$ cat config.mk
export PLATFORM = sky130hd
export DESIGN_NAME = reg_file
export DESIGN_NICKNAME = d
export VERILOG_FILES = /design/src/rtl/reg_file.sv
export SDC_FILE = /design/constraint.sdc
export NUM_CORES = 1
export LEC_CHECK = 0
export ABC_AREA = 1
export CORE_ASPECT_RATIO = 1.4
export CORE_MARGIN = 1.5
export CORE_UTILIZATION = 47
export DETAILED_ROUTE_END_ITERATION = 8
export HOLD_SLACK_MARGIN = 0.03
export PLACE_DENSITY = 0.71
export SLEW_MARGIN = 10
export SYNTH_ARGS = -nofsm -noshare
export SYNTH_HDL_FRONTEND = slang
export SYNTH_SLANG_ARGS = --single-unit
$ cat constraint.sdc
create_clock -name CLK -period 2.35 [get_ports CLK]
set_input_delay 0.705 -clock CLK [delete_from_list [all_inputs] [get_ports CLK]]
set_output_delay 0.705 -clock CLK [all_outputs]
set_load 0.05 [all_outputs]
$ cat src/rtl/reg_file.sv
// Purpose : 8-entry, 2-read / 1-write register file with valid flags and a saturating write counter.
// Latency : reads are combinational (zero cycles); writes land on the rising CLK edge.
// Backpr. : none; every write with RESET low is accepted, and reads are always available.
//
// Ports
//   CLK          single clock, all state updates on the rising edge
//   RESET        synchronous active-high reset; it wins over WRITE on the same edge
//   IN           write data (DATA_W)
//   INADDRESS    write register index (0-7)
//   WRITE        write enable
//   OUT1ADDRESS  read port 1 register index
//   OUT2ADDRESS  read port 2 register index
//   OUT1, OUT2   read data, which feeds the operand-select mux downstream
//   REGVALID     bit i is set once register i has been written since the last reset
//   WRCOUNT      accepted writes since reset, saturating at 255
//
// Parameters
//   DATA_W   width of each register and of the data ports
//   FORWARD  1 bypasses IN to a read port that addresses the register being written
module reg_file #(
   parameter int DATA_W  = 8,
   parameter bit FORWARD = 1'b0
) (
   input  logic              CLK,
   input  logic              RESET,
   input  logic [DATA_W-1:0] IN,
   input  logic [2:0]        INADDRESS,
   input  logic              WRITE,
   input  logic [2:0]        OUT1ADDRESS,
   input  logic [2:0]        OUT2ADDRESS,
   output logic [DATA_W-1:0] OUT1,
   output logic [DATA_W-1:0] OUT2,
   output logic [7:0]        REGVALID,
   output logic [7:0]        WRCOUNT
);

   localparam int          NUM_REGS = 8;
   localparam logic [7:0]  CNT_MAX  = 8'hFF;

   logic [DATA_W-1:0] regs_q [NUM_REGS];
   logic [7:0]        regvalid_q;
   logic [7:0]        wrcount_q;

   // A write counts only when reset is not asserted on the same edge.
   logic wr_accept;
   assign wr_accept = WRITE && !RESET;

   // Storage, valid flags and counter.
   always_ff @(posedge CLK) begin
      if (RESET) begin
         for (int i = 0; i < NUM_REGS; i++) begin
            regs_q[i] <= '0;
         end
         regvalid_q <= 8'h00;
         wrcount_q  <= 8'h00;
      end else if (wr_accept) begin
         regs_q[INADDRESS]     <= IN;
         regvalid_q[INADDRESS] <= 1'b1;
         // The counter holds at its maximum rather than wrapping to zero.
         if (wrcount_q != CNT_MAX) begin
            wrcount_q <= wrcount_q + 8'd1;
         end
      end
   end

   // Plain array reads for both ports.
   logic [DATA_W-1:0] rd1_raw;
   logic [DATA_W-1:0] rd2_raw;

   always_comb begin
      rd1_raw = regs_q[OUT1ADDRESS];
      rd2_raw = regs_q[OUT2ADDRESS];
   end

   // Optional write-to-read bypass. It is gated by wr_accept, so a write that
   // reset is about to discard never appears on the read ports.
   generate
      if (FORWARD) begin : g_fwd
         logic hit1;
         logic hit2;

         always_comb begin
            hit1 = wr_accept && (OUT1ADDRESS == INADDRESS);
            hit2 = wr_accept && (OUT2ADDRESS == INADDRESS);
            OUT1 = rd1_raw;
            OUT2 = rd2_raw;
            if (hit1) begin
               OUT1 = IN;
            end
            if (hit2) begin
               OUT2 = IN;
            end
         end
      end else begin : g_nofwd
         always_comb begin
            OUT1 = rd1_raw;
            OUT2 = rd2_raw;
         end
      end
   endgenerate

   assign REGVALID = regvalid_q;
   assign WRCOUNT  = wrcount_q;

endmodule

==> results.txt <==
Initial DRC Count -> 229
Post-CTS Hold Buffers -> 0
Met2 usage -> 45.37%
Setup bufs post-CTS -> 0
Total Routing Usage GR -> 24.42%
Non-Filler Instances -> 704
Max H-tree Level -> 3
Placed cell area -> 5122 um2
Std-Cell Rows -> 40
Setup CP Type -> input pin to output pin
Core footprint -> 8708 um2
Max cap viols -> 0
Routed vias/inst -> 5.480
Synth Register Bits -> 80
R2R depth -> 8
Layout Nets -> 615
Vias -> 3858
Drt first pass iters -> 5
Worst-margin pin slew -> 517.9 ps
Worst Hold Class -> register to register
Gr busiest metal -> met2
Setup TNS -> -23.92 ps
Crit path max fanout -> 7
Clock period minus worst slack -> 2374 ps
Fin area -> 5783 um2
Post-synth top area cell -> edfxtp_1
Total wire length -> 12170 um
Port Buffers -> 51
Die area -> 9650 um2
Seq/Total Area, Yosys -> 52.64%
Antenna viol nets, final -> 0
Worst skew pair latency -> 330 ps
CTS buffer count -> 9
Placed cell count -> 679
Maximum vdd drop -> 0.0004714 V
Worst slew margin relative to its limit -> 65.37%
Fraction of layout cells with a size suffix above 1 -> 18.86%
Fin crit share -> 101.0%
# IOs -> 52
Synthesized cell area -> 4259 um2
Failing checks -> setup timing
GR Util met3 -> 2.778%
DP HPWL -> 8220 um
Chip Height -> 115.6 um
Chip Width -> 83.46 um
Initial Utilization -> 48.91%
YS warnings -> 0
Number of remaining DRC errors -> 0
First-pass GRT wire length -> 18370 um
Status -> finished with violations
Max Slew Vio Count -> 0
Fmax -> 421.2 MHz
Post-synth top area share -> 45.12%
Hold depth -> 2
CP required -> 1640 ps
CTS tree -> yes
Final setup violation count -> 1
Critical path arrival -> 1670 ps
Worst setup EP type -> output pin
Fill cell count -> 707
Met1 Use GR -> 27.58%
CTS Sinks -> 80
Cell count after synthesis -> 523
CTS Buffer Depth -> 2
Gp weighted congestion -> 0.9868
Worst setup SP type -> input pin
Avg Synthesized Cell Area -> 8.144 um2
Clock transition at path regs -> 60 ps
Largest net degree at the start of global routing -> 27
Top cells by area, synth -> edfxtp_1 (45%), nand2_1 (12%), dfxtp_1 (7.5%)
GR Overflow Total -> 0
Synth cell types -> 24
Vias in the first global route -> 3747
Area Overhead vs Synth -> 35.78%
Final hold viol count -> 0
Static leakage -> 2.497 nW
Initial antenna violation count -> 0
Wirelength per Cell -> 17.28 um
Clock skew -> 2.029 ps
Worst Setup Slack, final -> -23.92 ps
Mapped Nets -> 544
Ant diodes -> 0
PwrDens -> 632.3 nW/um2
Root buffer cell -> clkbuf_16
Core Util, Final -> 66.41%
## cells in the mapped netlist
cell type / number
edfxtp_1: 64
nand3_1: 8
nor2_4: 3
o211ai_1: 32
a21oi_1: 44
buf_2: 11
inv_1: 64
nand4_1: 1
nand2_4: 1
nor3_1: 1
a211oi_1: 1
nand2_2: 9
ha_1: 1
clkbuf_1: 5
nor2_1: 79
buf_4: 3
dfxtp_1: 16
o21ai_0: 32
o21ai_1: 1
clkbuf_2: 1
nor2_2: 1
inv_2: 1
buf_6: 4
nand2_1: 140
## metal layers
metal | vias up | wire length [um] | part of all wire [%]
li1 | 1861 | - | -
met1 | 1743 | 4590 | 38
met2 | 210 | 6247 | 51
met3 | 44 | 686 | 5.6
met4 | 0 | 641 | 5.3
met5 | - | 0 | 0
## report_power, final
part | internal, mW | total [mW] | switching (mW)
clock network | 0.702 | 1.22 | 0.515
registers | 1.61 | 1.65 | 0.0401
logic | 0.329 | 0.793 | 0.464
total | 2.64 | 3.66 | 1.02
## metrics by stage
stage | worst slack, ps | hold slack (ps) | power (mW)
after global placement | -358.1 | 440.2 | 2.346
after global routing | -42.30 | 476.8 | 3.778
final | -23.92 | 446.4 | 3.657
after detailed placement | -366.7 | 445.0 | 2.358
after floorplan | 8.204 | 667.7 | 2.050
after CTS | 0.7380 | 450.7 | 3.616
## registers in the layout (all words and copies together), names as in the netlist
signal and flops:
REGVALID 8, WRCOUNT 8, regs_q 64
## cells in the final DEF, fill, tap and decap left out, types with 2 or more instances in the layout
cell	instances
clkinv_2	3
nand2_2	28
dfxtp_1	16
a21oi_2	10
nand3_1	8
buf_4	14
nor2_4	3
nand2_1	121
clkdlybuf4s50_1	28
nor2_1	79
o211ai_1	32
o21ai_1	21
o21ai_0	12
dlygate4sd2_1	2
edfxtp_1	64
inv_1	62
buf_12	21
buf_16	5
clkinv_1	2
inv_2	3
buf_6	5
buf_8	4
clkbuf_16	13
a21oi_1	34
## final timing paths
kind | start | slack, ps | end
setup / recovery | OUT1ADDRESS[0] | -20 | OUT1[5]
setup reg to reg | WRCOUNT[0] | 940 | WRCOUNT[5]
hold reg to reg | REGVALID[4] | 450 | REGVALID[4]
hold / removal | REGVALID[4] | 450 | REGVALID[4]
## cells by family (layout without fill, tap and decap cells)
group                    after synthesis  count (layout)  share of synthesized area, %
AND/OR/NAND/NOR                      243             243                         23.03
AO/OA/AOI/OAI                        110             110                         14.86
buffers and inverters                 89             165                         9.165
flip-flops                            80              80                         52.64
adder cells (fa/ha/maj)                1               1                        0.2937
## cell type report
cell class                 instances  area [um2]  area share, %
sequential                        80        2242          38.77
timing repair buffer              84        1190          20.58
tap                              105       131.4          2.272
clock inverter                     7       38.79         0.6707
inverter                          65       244.0          4.219
multi-input combinational        354        1712          29.60
clock buffer                       9       225.2          3.894
## worst max-delay path, cell delays in order
cell      delay, ps
buf_12          130
buf_12          140
o211ai_1        180
nand2_1         120
nand2_1         140
nand2_2         100
buf_12          160
## timing repair
item	4_1_cts	5_1_grt
gates cloned	5	4
endpoints found under the setup margin	16	17
gates resized for setup	47	47
pin swaps	4	14
(Power assumes the default switching activity.)
